`src/rtl/mixpix_pkg.sv`:
```
// Shared constants and types for the MixPix readout path: default geometry,
// Wishbone register map of the readout block and the packed status word.
package mixpix_pkg;

    localparam int DEF_DATA_W = 16;
    localparam int DEF_TAG_W  = 8;
    localparam int DEF_DEPTH  = 8;
    localparam int DEF_THRESH = 4;
    localparam int DEF_CNT_W  = $clog2(DEF_DEPTH) + 1;

    localparam logic [7:0] WB_ADDR_READOUT = 8'h10;
    localparam logic [7:0] WB_ADDR_STATUS  = 8'h14;
    localparam logic [7:0] WB_ADDR_CLEAR   = 8'h18;

    typedef struct packed {
        logic                 ovf;
        logic                 irq;
        logic                 valid;
        logic [DEF_CNT_W-1:0] count;
    } status_t;

    function automatic status_t pack_status(input logic ovf, input logic irq,
                                            input logic valid,
                                            input logic [DEF_CNT_W-1:0] count);
        status_t st;
        st.ovf   = ovf;
        st.irq   = irq;
        st.valid = valid;
        st.count = count;
        return st;
    endfunction

endpackage

```
`src/rtl/mixpix_readout_buf_if.sv`:
```
// Bundle between the pixel FSM / Wishbone register file (master) and the
// readout buffer (slave).
interface mixpix_readout_buf_if #(
    parameter int DATA_W = mixpix_pkg::DEF_DATA_W,
    parameter int TAG_W  = mixpix_pkg::DEF_TAG_W,
    parameter int DEPTH  = mixpix_pkg::DEF_DEPTH
) ();
    logic                       kernel_done_i;
    logic [DATA_W-1:0]          data_i;
    logic                       clear_i;
    logic                       rd_en_i;
    logic [TAG_W+DATA_W-1:0]    rd_data_o;
    logic                       rd_valid_o;
    logic [$clog2(DEPTH):0]     count_o;
    logic                       ovf_o;
    logic                       irq_o;

    modport master (
        output kernel_done_i, data_i, clear_i, rd_en_i,
        input  rd_data_o, rd_valid_o, count_o, ovf_o, irq_o
    );

    modport slave (
        input  kernel_done_i, data_i, clear_i, rd_en_i,
        output rd_data_o, rd_valid_o, count_o, ovf_o, irq_o
    );
endinterface

```
`src/rtl/mixpix_sync_fifo.sv`:
```
// Generic first-word-fall-through FIFO with separate fill counter; a write
// into a full FIFO is accepted only when a pop frees a slot in the same cycle.
module mixpix_sync_fifo #(
    parameter int W     = 24,
    parameter int DEPTH = 8,
    parameter int AW    = $clog2(DEPTH),
    parameter int CW    = AW + 1
) (
    input  logic          clk,
    input  logic          rst,
    input  logic          clr,
    input  logic          wr_en,
    input  logic          rd_en,
    input  logic [W-1:0]  din,
    output logic [W-1:0]  dout,
    output logic [CW-1:0] count,
    output logic          full,
    output logic          empty
);
    logic [W-1:0]  mem_r [DEPTH];
    logic [AW-1:0] wr_ptr_r;
    logic [AW-1:0] rd_ptr_r;
    logic [CW-1:0] count_r;
    logic          rd_ok_s;
    logic          wr_ok_s;

    assign empty   = (count_r == CW'(0));
    assign full    = (count_r == CW'(DEPTH));
    assign count   = count_r;
    assign rd_ok_s = rd_en & ~empty;
    assign wr_ok_s = wr_en & (~full | rd_ok_s);

    // Head word; forced to zero when empty so stale storage never leaks out.
    always_comb begin
        dout = '0;
        if (empty) begin
            dout = '0;
        end else begin
            dout = mem_r[rd_ptr_r];
        end
    end

    // Pointer and fill-level bookkeeping; clear wins over any push/pop.
    always_ff @(posedge clk) begin
        if (rst || clr) begin
            wr_ptr_r <= '0;
            rd_ptr_r <= '0;
            count_r  <= '0;
        end else begin
            if (wr_ok_s) begin
                wr_ptr_r <= wr_ptr_r + AW'(1);
            end
            if (rd_ok_s) begin
                rd_ptr_r <= rd_ptr_r + AW'(1);
            end
            case ({wr_ok_s, rd_ok_s})
                2'b10:   count_r <= count_r + CW'(1);
                2'b01:   count_r <= count_r - CW'(1);
                default: count_r <= count_r;
            endcase
        end
    end

    // Storage array; contents are don't-care until referenced by a valid pointer.
    always_ff @(posedge clk) begin
        if (wr_ok_s && !clr && !rst) begin
            mem_r[wr_ptr_r] <= din;
        end
    end

endmodule

```
`src/rtl/mixpix_readout_buf.sv`:
```
// Readout buffer behind the MixPix pixel FSM: captures each finished kernel
// result with a rolling tag and queues it for the Wishbone register file.
module mixpix_readout_buf
    import mixpix_pkg::*;
#(
    parameter int DATA_W = DEF_DATA_W,
    parameter int TAG_W  = DEF_TAG_W,
    parameter int DEPTH  = DEF_DEPTH,
    parameter int THRESH = DEF_THRESH
) (
    input  logic clk,
    input  logic rst,
    mixpix_readout_buf_if.slave bus
);
    localparam int CW = $clog2(DEPTH) + 1;

    logic              kd_r;
    logic [TAG_W-1:0]  tag_r;
    logic              ovf_r;
    logic              capture_s;
    logic              pop_s;
    logic              drop_s;
    logic              full_s;
    logic              empty_s;
    logic [CW-1:0]     count_s;

    // kd_r resets high so a level already asserted at reset release is ignored.
    assign capture_s = bus.kernel_done_i & ~kd_r;
    assign pop_s     = bus.rd_en_i & ~empty_s;
    assign drop_s    = capture_s & full_s & ~pop_s;

    mixpix_sync_fifo #(
        .W     (TAG_W + DATA_W),
        .DEPTH (DEPTH)
    ) u_fifo (
        .clk   (clk),
        .rst   (rst),
        .clr   (bus.clear_i),
        .wr_en (capture_s & ~bus.clear_i),
        .rd_en (bus.rd_en_i & ~bus.clear_i),
        .din   ({tag_r, bus.data_i}),
        .dout  (bus.rd_data_o),
        .count (count_s),
        .full  (full_s),
        .empty (empty_s)
    );

    // Edge detector, rolling tag (counts dropped captures too) and sticky overflow.
    always_ff @(posedge clk) begin
        if (rst) begin
            kd_r  <= 1'b1;
            tag_r <= '0;
            ovf_r <= 1'b0;
        end else begin
            kd_r <= bus.kernel_done_i;
            if (bus.clear_i) begin
                tag_r <= '0;
                ovf_r <= 1'b0;
            end else begin
                if (capture_s) begin
                    tag_r <= tag_r + TAG_W'(1);
                end
                if (drop_s) begin
                    ovf_r <= 1'b1;
                end
            end
        end
    end

    assign bus.count_o    = count_s;
    assign bus.rd_valid_o = ~empty_s;
    assign bus.irq_o      = (count_s >= CW'(THRESH));
    assign bus.ovf_o      = ovf_r;

endmodule

```
`src/flat_wrapper.sv`:
```
// flat-port wrapper written by rule: the top's interface ports become plain ports
module mixpix_readout_buf_flat import mixpix_pkg::*;
#(
    parameter int DATA_W = DEF_DATA_W,
    parameter int TAG_W  = DEF_TAG_W,
    parameter int DEPTH  = DEF_DEPTH,
    parameter int THRESH = DEF_THRESH
)
  (clk, rst, bus_kernel_done_i, bus_data_i, bus_clear_i, bus_rd_en_i, bus_rd_data_o, bus_rd_valid_o, bus_count_o, bus_ovf_o, bus_irq_o);
  mixpix_readout_buf_if #(.DATA_W(DATA_W), .TAG_W(TAG_W), .DEPTH(DEPTH)) bus_i ();
  input  logic clk;
  input  logic rst;
  input wire logic [$bits(bus_i.kernel_done_i)-1:0] bus_kernel_done_i;
  input wire logic [$bits(bus_i.data_i)-1:0] bus_data_i;
  input wire logic [$bits(bus_i.clear_i)-1:0] bus_clear_i;
  input wire logic [$bits(bus_i.rd_en_i)-1:0] bus_rd_en_i;
  output wire logic [$bits(bus_i.rd_data_o)-1:0] bus_rd_data_o;
  output wire logic [$bits(bus_i.rd_valid_o)-1:0] bus_rd_valid_o;
  output wire logic [$bits(bus_i.count_o)-1:0] bus_count_o;
  output wire logic [$bits(bus_i.ovf_o)-1:0] bus_ovf_o;
  output wire logic [$bits(bus_i.irq_o)-1:0] bus_irq_o;
  assign bus_i.kernel_done_i = bus_kernel_done_i;
  assign bus_i.data_i = bus_data_i;
  assign bus_i.clear_i = bus_clear_i;
  assign bus_i.rd_en_i = bus_rd_en_i;
  assign bus_rd_data_o = bus_i.rd_data_o;
  assign bus_rd_valid_o = bus_i.rd_valid_o;
  assign bus_count_o = bus_i.count_o;
  assign bus_ovf_o = bus_i.ovf_o;
  assign bus_irq_o = bus_i.irq_o;
  mixpix_readout_buf #(.DATA_W(DATA_W), .TAG_W(TAG_W), .DEPTH(DEPTH), .THRESH(THRESH)) u_core (.clk(clk), .rst(rst), .bus(bus_i));
endmodule
```
`config.mk`:
```
export PLATFORM = sky130hd
export DESIGN_NAME = mixpix_readout_buf_flat
export DESIGN_NICKNAME = d
export VERILOG_FILES = /design/src/rtl/mixpix_pkg.sv /design/src/rtl/mixpix_readout_buf_if.sv /design/src/rtl/mixpix_sync_fifo.sv /design/src/rtl/mixpix_readout_buf.sv /design/src/flat_wrapper.sv
export SDC_FILE = /design/constraint.sdc
export NUM_CORES = 1
export LEC_CHECK = 0
export ABC_AREA = 1
export BUFFER_PORTS_ARGS = -buffer_cell sky130_fd_sc_hd__buf_4
export CELL_PAD_IN_SITES_DETAIL_PLACEMENT = 0
export CELL_PAD_IN_SITES_GLOBAL_PLACEMENT = 1
export CORE_ASPECT_RATIO = 0.8
export CORE_MARGIN = 2
export CORE_UTILIZATION = 53
export CTS_CLUSTER_SIZE = 25
export DETAILED_ROUTE_END_ITERATION = 7
export PLACE_DENSITY_LB_ADDON = 0.1
export REMOVE_ABC_BUFFERS = 1
export SLEW_MARGIN = 5
export SYNTH_ARGS = -nofsm -noshare
export SYNTH_HDL_FRONTEND = slang
export SYNTH_SLANG_ARGS = --single-unit
```
`constraint.sdc`:
```
create_clock -name clk -period 5 [get_ports clk]
set_clock_uncertainty 0.1 [all_clocks]
set_input_delay 0.5 -clock clk [delete_from_list [all_inputs] [get_ports clk]]
set_output_delay 0.5 -clock clk [all_outputs]
set_load 0.1 [all_outputs]
```
==> flow_metrics.tcl, run 1 <==
set metrics [dict create \
    hpwlAfterDp_um 9610 \
    die_h_um 119 \
    grt.overflow.total 0 \
    worstSetupPathType "register to primary output" \
    achievable-frequency_mhz 289 \
    synth.largest_area_cell "edfxtp_1" \
    clkSlewWorstSetupHoldPaths_ns 0.06 \
    worst_hold_startpoint "bus_data_i[14]" \
    grt_max_degree 97 \
    synth_async_sr_flop_share 0 \
    post_synth_most_frequent_cells "nor2_1, edfxtp_1, o21ai_0" \
    total_of_hold_buffers_inserted_after_clock_tree_synthesis 0 \
    floorplan.initialDensity 0.546 \
    pre_antenna_drt_iters 5 \
    postSynthRegisterBits 215 \
    cts.sink_count 215 \
    finish.net_count 802 \
    total_cts_buffers 22 \
    max_cap_violations 0 \
    tritoncts "yes" \
    critPathCaptureType "primary output" \
    wl_per_cell_um 18.2 \
    die_width_um 147 \
    cellPowerDensity_nw_per_um2 367 \
    p_sw_frac 0.210 \
    antenna_found_initial 0 \
    place.gp.congestion 0.757 \
    io_pins 52 \
    timing.critical_path.from_type "register" \
    synth_top_cells_by_area "edfxtp_1, nor2_1, dfxtp_1" \
    postSynth.topFlopCell "edfxtp_1" \
    n_antenna_cell 0 \
    final_design_area_no_fill_um2 9910 \
    area_growth_syn_to_layout_pct 13.7 \
    minimum_setup_slack_after_placement_ns 2.10 \
    totalNegativeSetupSlack_ns 0 \
    setup_slack_of_the_critical_path_after_layout_ns 1.54 \
    setup_violations 0 \
    dpl-instance-area_um2 9230 \
    port_buffers 51 \
    antenna_violating_nets_post_route 0 \
    netlist-cell-type-count 34 \
    critPathArrivalTime_ns 2.86 \
    data_required_time_at_the_worst_endpoint_ns 4.40 \
    design.die.area_um2 17500 \
    synth-edff-count 192 \
    synth.avg_cell_area_um2 11.9 \
    drt_wl_total_um 18300 \
    final.hold.worst_slack_ns 0.134 \
    post_cts_resize_count 0 \
    layout-drive-gt1-share 0.148 \
    clock_latency_ns 0.49 \
    ys_seq_area_frac 0.714 \
    leakage_power_total_uw 0.00340 \
    min_path_type "input pin to register" \
    ys_warn_count 0 \
    ctsLongestPathBuffers 3 \
    number_of_standard_cells_after_synthesis 731 \
    placementRows 41 \
    most_frequently_used_cell_type_in_the_post_synthesis_netlist "nor2_1" \
    slew_headroom 0.264 \
    synth.cell_area_um2 8720 \
    synth_top_area_frac 0.661 \
    cts.htree.levels 1 \
    post-route-period-util 0.693 \
    ctsRootBufferMaster "clkbuf_16" \
    run_status "finished, final reports clean" \
    core_region_area_um2 16000 \
    p_switching_uw 761 \
    cellInternalPower_uw 2870 \
    post-cts-setup-buffers 0 \
    vias 5591 \
    slew_viol_final 0 \
    grt_setup_unrepaired "false" \
    sequential_fraction_of_design_power 0.538 \
    hold_viol 0 \
    grt_first_pass_wirelength_um 29300 \
    first_global_vias 5510 \
    drc_errors 0 \
    worst_ir_drop_vdd_uv 247 \
    crit_path_max_fanout 96 \
    drtIter0Drc 418 \
    combinationalPowerShare 0.037 \
    average_vias_per_placed_instance 5.56 \
    track_usage 0.213 \
    r2r-start "u_core.kd_r" \
    filler_cells_inserted 1245 \
    clock_power_share 0.425 \
    fin_crit_ns 3.46 \
    max_slew.worst_pin.slew_ns 1.10 \
]
cells in the final DEF (no fill, tap or decap), drive strengths merged:
master and count:
ha 5, edfxtp 192, o22ai 24, a21o 1, dfxtp 23, or2 1
a31oi 1, o21a 1, buf 60, xor2 3, clkinv 13, nor2 197
nand2 58, clkinvlp 1, clkbuf 25, bufinv 1, o21ai 104, a21oi 16
nand4 1, o211ai 24, inv 24, nor3 4, fa 1, nand3 11
sequential cells by signal (all words and copies together) (netlist names), named ones only:
register and count:
u_core.tag_r 8, u_core.u_fifo.wr_ptr_r 3, u_core.u_fifo.count 4, u_core.kd_r 1, u_core.u_fifo.mem_r 192, u_core.u_fifo.rd_ptr_r 3
u_core.bus.ovf_o 1
logic make-up (layout without fill, tap and decap cells):
family / after synthesis / after routing / synth area share
simple gates: 272 / 272 / 0.124
compound gates: 171 / 171 / 0.110
xor+xnor: 3 / 3 / 0.00301
buf+inv: 64 / 124 / 0.0399
flops: 215 / 215 / 0.714
fa+ha+maj: 6 / 6 / 0.00947
worst max-delay path: stages (launching register included):
cell and delay (ns):
dfxtp_2 0.52, inv_4 0.77, o21ai_0 0.22, o22ai_1 0.16, nor2_1 0.06, nor2_1 0.23
buf_4 0.33
power by group through the flow:
stage	logic (uW)	clock network, uW	registers [uW]
global placement	133	0	1990
finish	135	1540	1950
global route	145	1650	1950
floorplan	81.2	0	2000
CTS	136	1570	1950
detailed placement	136	0	1990
area by class of cell:
class	instances	area, um2	share of cell area
clock buffers	25	583	0.0588
repair buffers	60	450	0.0454
inverters	24	92.6	0.00934
clock inverters	15	101	0.0102
flip-flops and latches	215	6230	0.629
multi-input cells	452	2190	0.221
well taps	215	269	0.0271
final timing paths:
| kind | endpoint | slack, ns | cells past startpoint |
|---|---|---|---|
| worst min-delay path | u_core.u_fifo.mem_r[4][14] | 0.13 | 1 |
| worst max register to register | u_core.u_fifo.mem_r[0][22] | 2.52 | 7 |
| worst min register to register | u_core.bus.ovf_o | 0.39 | 2 |
| worst max-delay path | bus_rd_data_o[23] | 1.54 | 6 |
metrics by stage:
step	util	std cells	total power, uW
finish	0.621	1006	3630
global route	0.621	1006	3740
CTS	0.621	1006	3660
detailed placement	0.578	966	2130
global placement	0.578	966	2120
floorplan	-	691	2080
layer usage:
| metal | track usage | routed length [um] | up-vias |
|---|---|---|---|
| met5 | 0 | 0 | - |
| met4 | 0.0427 | 252 | 0 |
| met3 | 0.0351 | 1100 | 26 |
| met2 | 0.357 | 8720 | 176 |
| met1 | 0.299 | 8190 | 2711 |
| li1 | - | - | 2678 |
Note: power is estimated with default switching activity, not from simulation.
==> run 2: changes to the inputs <==
ABC_AREA = 0   (was 1)
CORE_UTILIZATION = 47   (was 53)
clock period = 3.1 ns   (was 5 ns; I/O delays follow)
==> run 2 against run 1 <==
Wire length shrank 6.2%. Global-route usage shrank 2.8 points. Combinational power grew to 17 times the previous value. Register-to-register slack lost 1.9 ns. Setup slack lost 1.2 ns. Synthesized cell count shrank 37%. Critical endpoint is now bus_rd_data_o[14].
==> flow_metrics.tcl, run 2 <==
set metrics [dict create \
    cellInternalPower_uw 5140 \
    total_cts_buffers 22 \
    pre_antenna_drt_iters 5 \
    timing.critical_path.buf_inv 2 \
    ctsRootBufferMaster "clkbuf_16" \
    synth_async_sr_flop_share 0 \
    tritoncts "yes" \
    path_cells "buf_4 -> mux4_2 -> mux2i_1 -> nor2_1 -> buf_4" \
    design.die.area_um2 19300 \
    grt_first_pass_wirelength_um 27000 \
    layout.cells.most_common "edfxtp_1" \
    drtIter0Drc 291 \
    most-common-layout-cells "edfxtp_1, buf_4, mux4_2" \
    wl_per_cell_um 21.6 \
    drc_errors 0 \
    crit_path_max_fanout 20 \
    setup_violations 0 \
    critical_path.most_common_cell "buf_4" \
    track_usage 0.185 \
    p_sw_frac 0.365 \
    netlist-cell-type-count 44 \
    p_switching_uw 2960 \
    floorplan.initialDensity 0.475 \
    average_vias_per_placed_instance 5.59 \
    worstSetupPathType "register to primary output" \
    synth.avg_cell_area_um2 18.6 \
    combinationalPowerShare 0.292 \
    slew_viol_final 0 \
    post_cts_resize_count 0 \
    area_growth_syn_to_layout_pct 19.2 \
    postSynth.topFlopCell "edfxtp_1" \
    core_region_area_um2 18000 \
    critical_path.max_stage_delay_ns 0.71 \
    critPathCaptureType "primary output" \
    worst-r2r-setup-slack_ns 0.67 \
    ys_warn_count 0 \
    hpwlAfterDp_um 9670 \
    r2r-start "u_core.u_fifo.count[3]" \
    io_pins 52 \
    first_global_vias 4590 \
    r2r.worst_path.cells 9 \
    post-cts-setup-buffers 0 \
    min_delay_path_depth 3 \
    postLayoutCoreUtil 0.566 \
    post_synth_most_frequent_cells "edfxtp_1, nor2_1, mux4_2" \
    timing.hold.worst_endpoint "u_core.u_fifo.count[2]" \
    synth_top_area_frac 0.674 \
    antenna_violating_nets_post_route 0 \
    achievable-frequency_mhz 359 \
    placementRows 44 \
    cellPowerDensity_nw_per_um2 794 \
    worst_hold_startpoint "bus_rd_en_i" \
    min_path_type "input pin to register" \
    synth_top_cells_by_area "edfxtp_1, mux4_2, dfxtp_1" \
    clock_latency_ns 0.49 \
    run_status "finished, final reports clean" \
    postSynthRegisterBits 215 \
    top_register "u_core.u_fifo.mem_r" \
    cp_slowest_cell "dfxtp_2" \
    place_inst 737 \
    ys_seq_area_frac 0.728 \
    fin_crit_ns 2.79 \
    total_of_hold_buffers_inserted_after_clock_tree_synthesis 18 \
    critPathArrivalTime_ns 2.38 \
    vias 4438 \
    max_slew.worst_pin.slew_ns 0.986 \
    max_cap_violations 0 \
    crit_family "flip-flops" \
    worst_ir_drop_vdd_uv 687 \
    ctsLongestPathBuffers 3 \
    hold_viol 0 \
    synth.largest_area_cell "edfxtp_1" \
    synth.cell_area_um2 8550 \
    timing.rr.end "u_core.u_fifo.count[3]" \
    leakage_power_total_uw 0.00326 \
    grt.overflow.total 0 \
    post-route-period-util 0.899 \
    max_reg_flops 192 \
    non_filler_cells_in_the_finished_layout 794 \
    clock_power_share 0.310 \
    die_width_um 155 \
    layout-drive-gt1-share 0.298 \
    grt_setup_unrepaired "false" \
    data_required_time_at_the_worst_endpoint_ns 2.69 \
    clkSlewWorstSetupHoldPaths_ns 0.06 \
    cts.htree.levels 1 \
    antenna_found_initial 0 \
    sequential_fraction_of_design_power 0.398 \
    finish.net_count 576 \
    most_frequently_used_cell_type_in_the_post_synthesis_netlist "edfxtp_1" \
    n_antenna_cell 0 \
    synth-edff-count 192 \
    drt_wl_total_um 17100 \
    die_h_um 125 \
    number_of_standard_cells_after_synthesis 459 \
    cts.sink_count 215 \
    timing.critical_path.from_type "register" \
    slew_headroom 0.342 \
    place.gp.congestion 0.748 \
    grt_max_degree 30 \
    port_buffers 51 \
]
==> run 2: power groups by stage <==
stage	logic [uW]	clock network [uW]	registers (uW)
floorplan	1680	0	3400
global placement	2360	0	3280
detailed placement	2370	0	3280
CTS	2390	2570	3220
global route	2470	2690	3230
finish	2360	2510	3220
==> run 2: worst max-delay path by stage <==
stage	end	cells past startpoint	from
2_1_floorplan	u_core.u_fifo.mem_r[0][0]	3	u_core.u_fifo.count[1]
3_3_place_gp	u_core.u_fifo.count[2]	9	bus_rd_en_i
3_5_place_dp	u_core.u_fifo.count[3]	10	bus_rd_en_i
4_1_cts	bus_rd_data_o[14]	5	register
5_1_grt	bus_rd_data_o[20]	5	register
6_report	bus_rd_data_o[14]	5	register
==> run 2: layout make-up <==
| class | instances | area, um2 |
|---|---|---|
| tap | 230 | 288 |
| sequential | 215 | 6230 |
| fill | 1368 | 7820 |
| clock buffer | 33 | 623 |
| multi-input combinational | 216 | 2240 |
| timing repair buffer | 89 | 726 |
| inverter | 5 | 18.8 |
| clock inverter | 6 | 60.1 |
==> run 2: layer usage <==
layer	share of wire	global-route usage
met1	0.48	0.274
met3	0.037	0.0341
met5	0	0
met4	0.015	0.0354
met2	0.47	0.292
==> run 2: cells by family (layout without fill, tap and decap cells) <==
logic type,count (synthesis),in the layout,share of synthesized area
flip-flops,215,215,0.728
buffers and inverters,28,133,0.0149
adder cells (fa/ha/maj),6,6,0.00966
multiplexers,75,75,0.158
XOR/XNOR,11,11,0.0113
AO/OA/AOI/OAI,22,22,0.0184
AND/OR/NAND/NOR,102,102,0.0593
==> run 2: worst register-to-register path: cells and delay by family (launching register included) <==
kind	cells	cell delay, ns
adder cells (fa/ha/maj)	1	0.26
AO/OA/AOI/OAI	2	0.44
buffers and inverters	1	0.10
AND/OR/NAND/NOR	5	0.86
flip-flops	1	0.56
==> run 2: per-stage QoR <==
step | total power [uW] | hold WS, ns | setup WS (ns) | cell area (um2) | TNS, ns
2_1_floorplan | 5090 | 0.309 | -1.53 | 8440 | -147.67
3_3_place_gp | 5640 | 0.358 | 0.763 | 9320 | 0
3_5_place_dp | 5650 | 0.366 | 0.680 | 9320 | 0
4_1_cts | 8180 | 0.0573 | 0.256 | 10200 | 0
5_1_grt | 8380 | 0.0867 | 0.195 | 10200 | 0
6_report | 8090 | 0.0722 | 0.312 | 10200 | 0
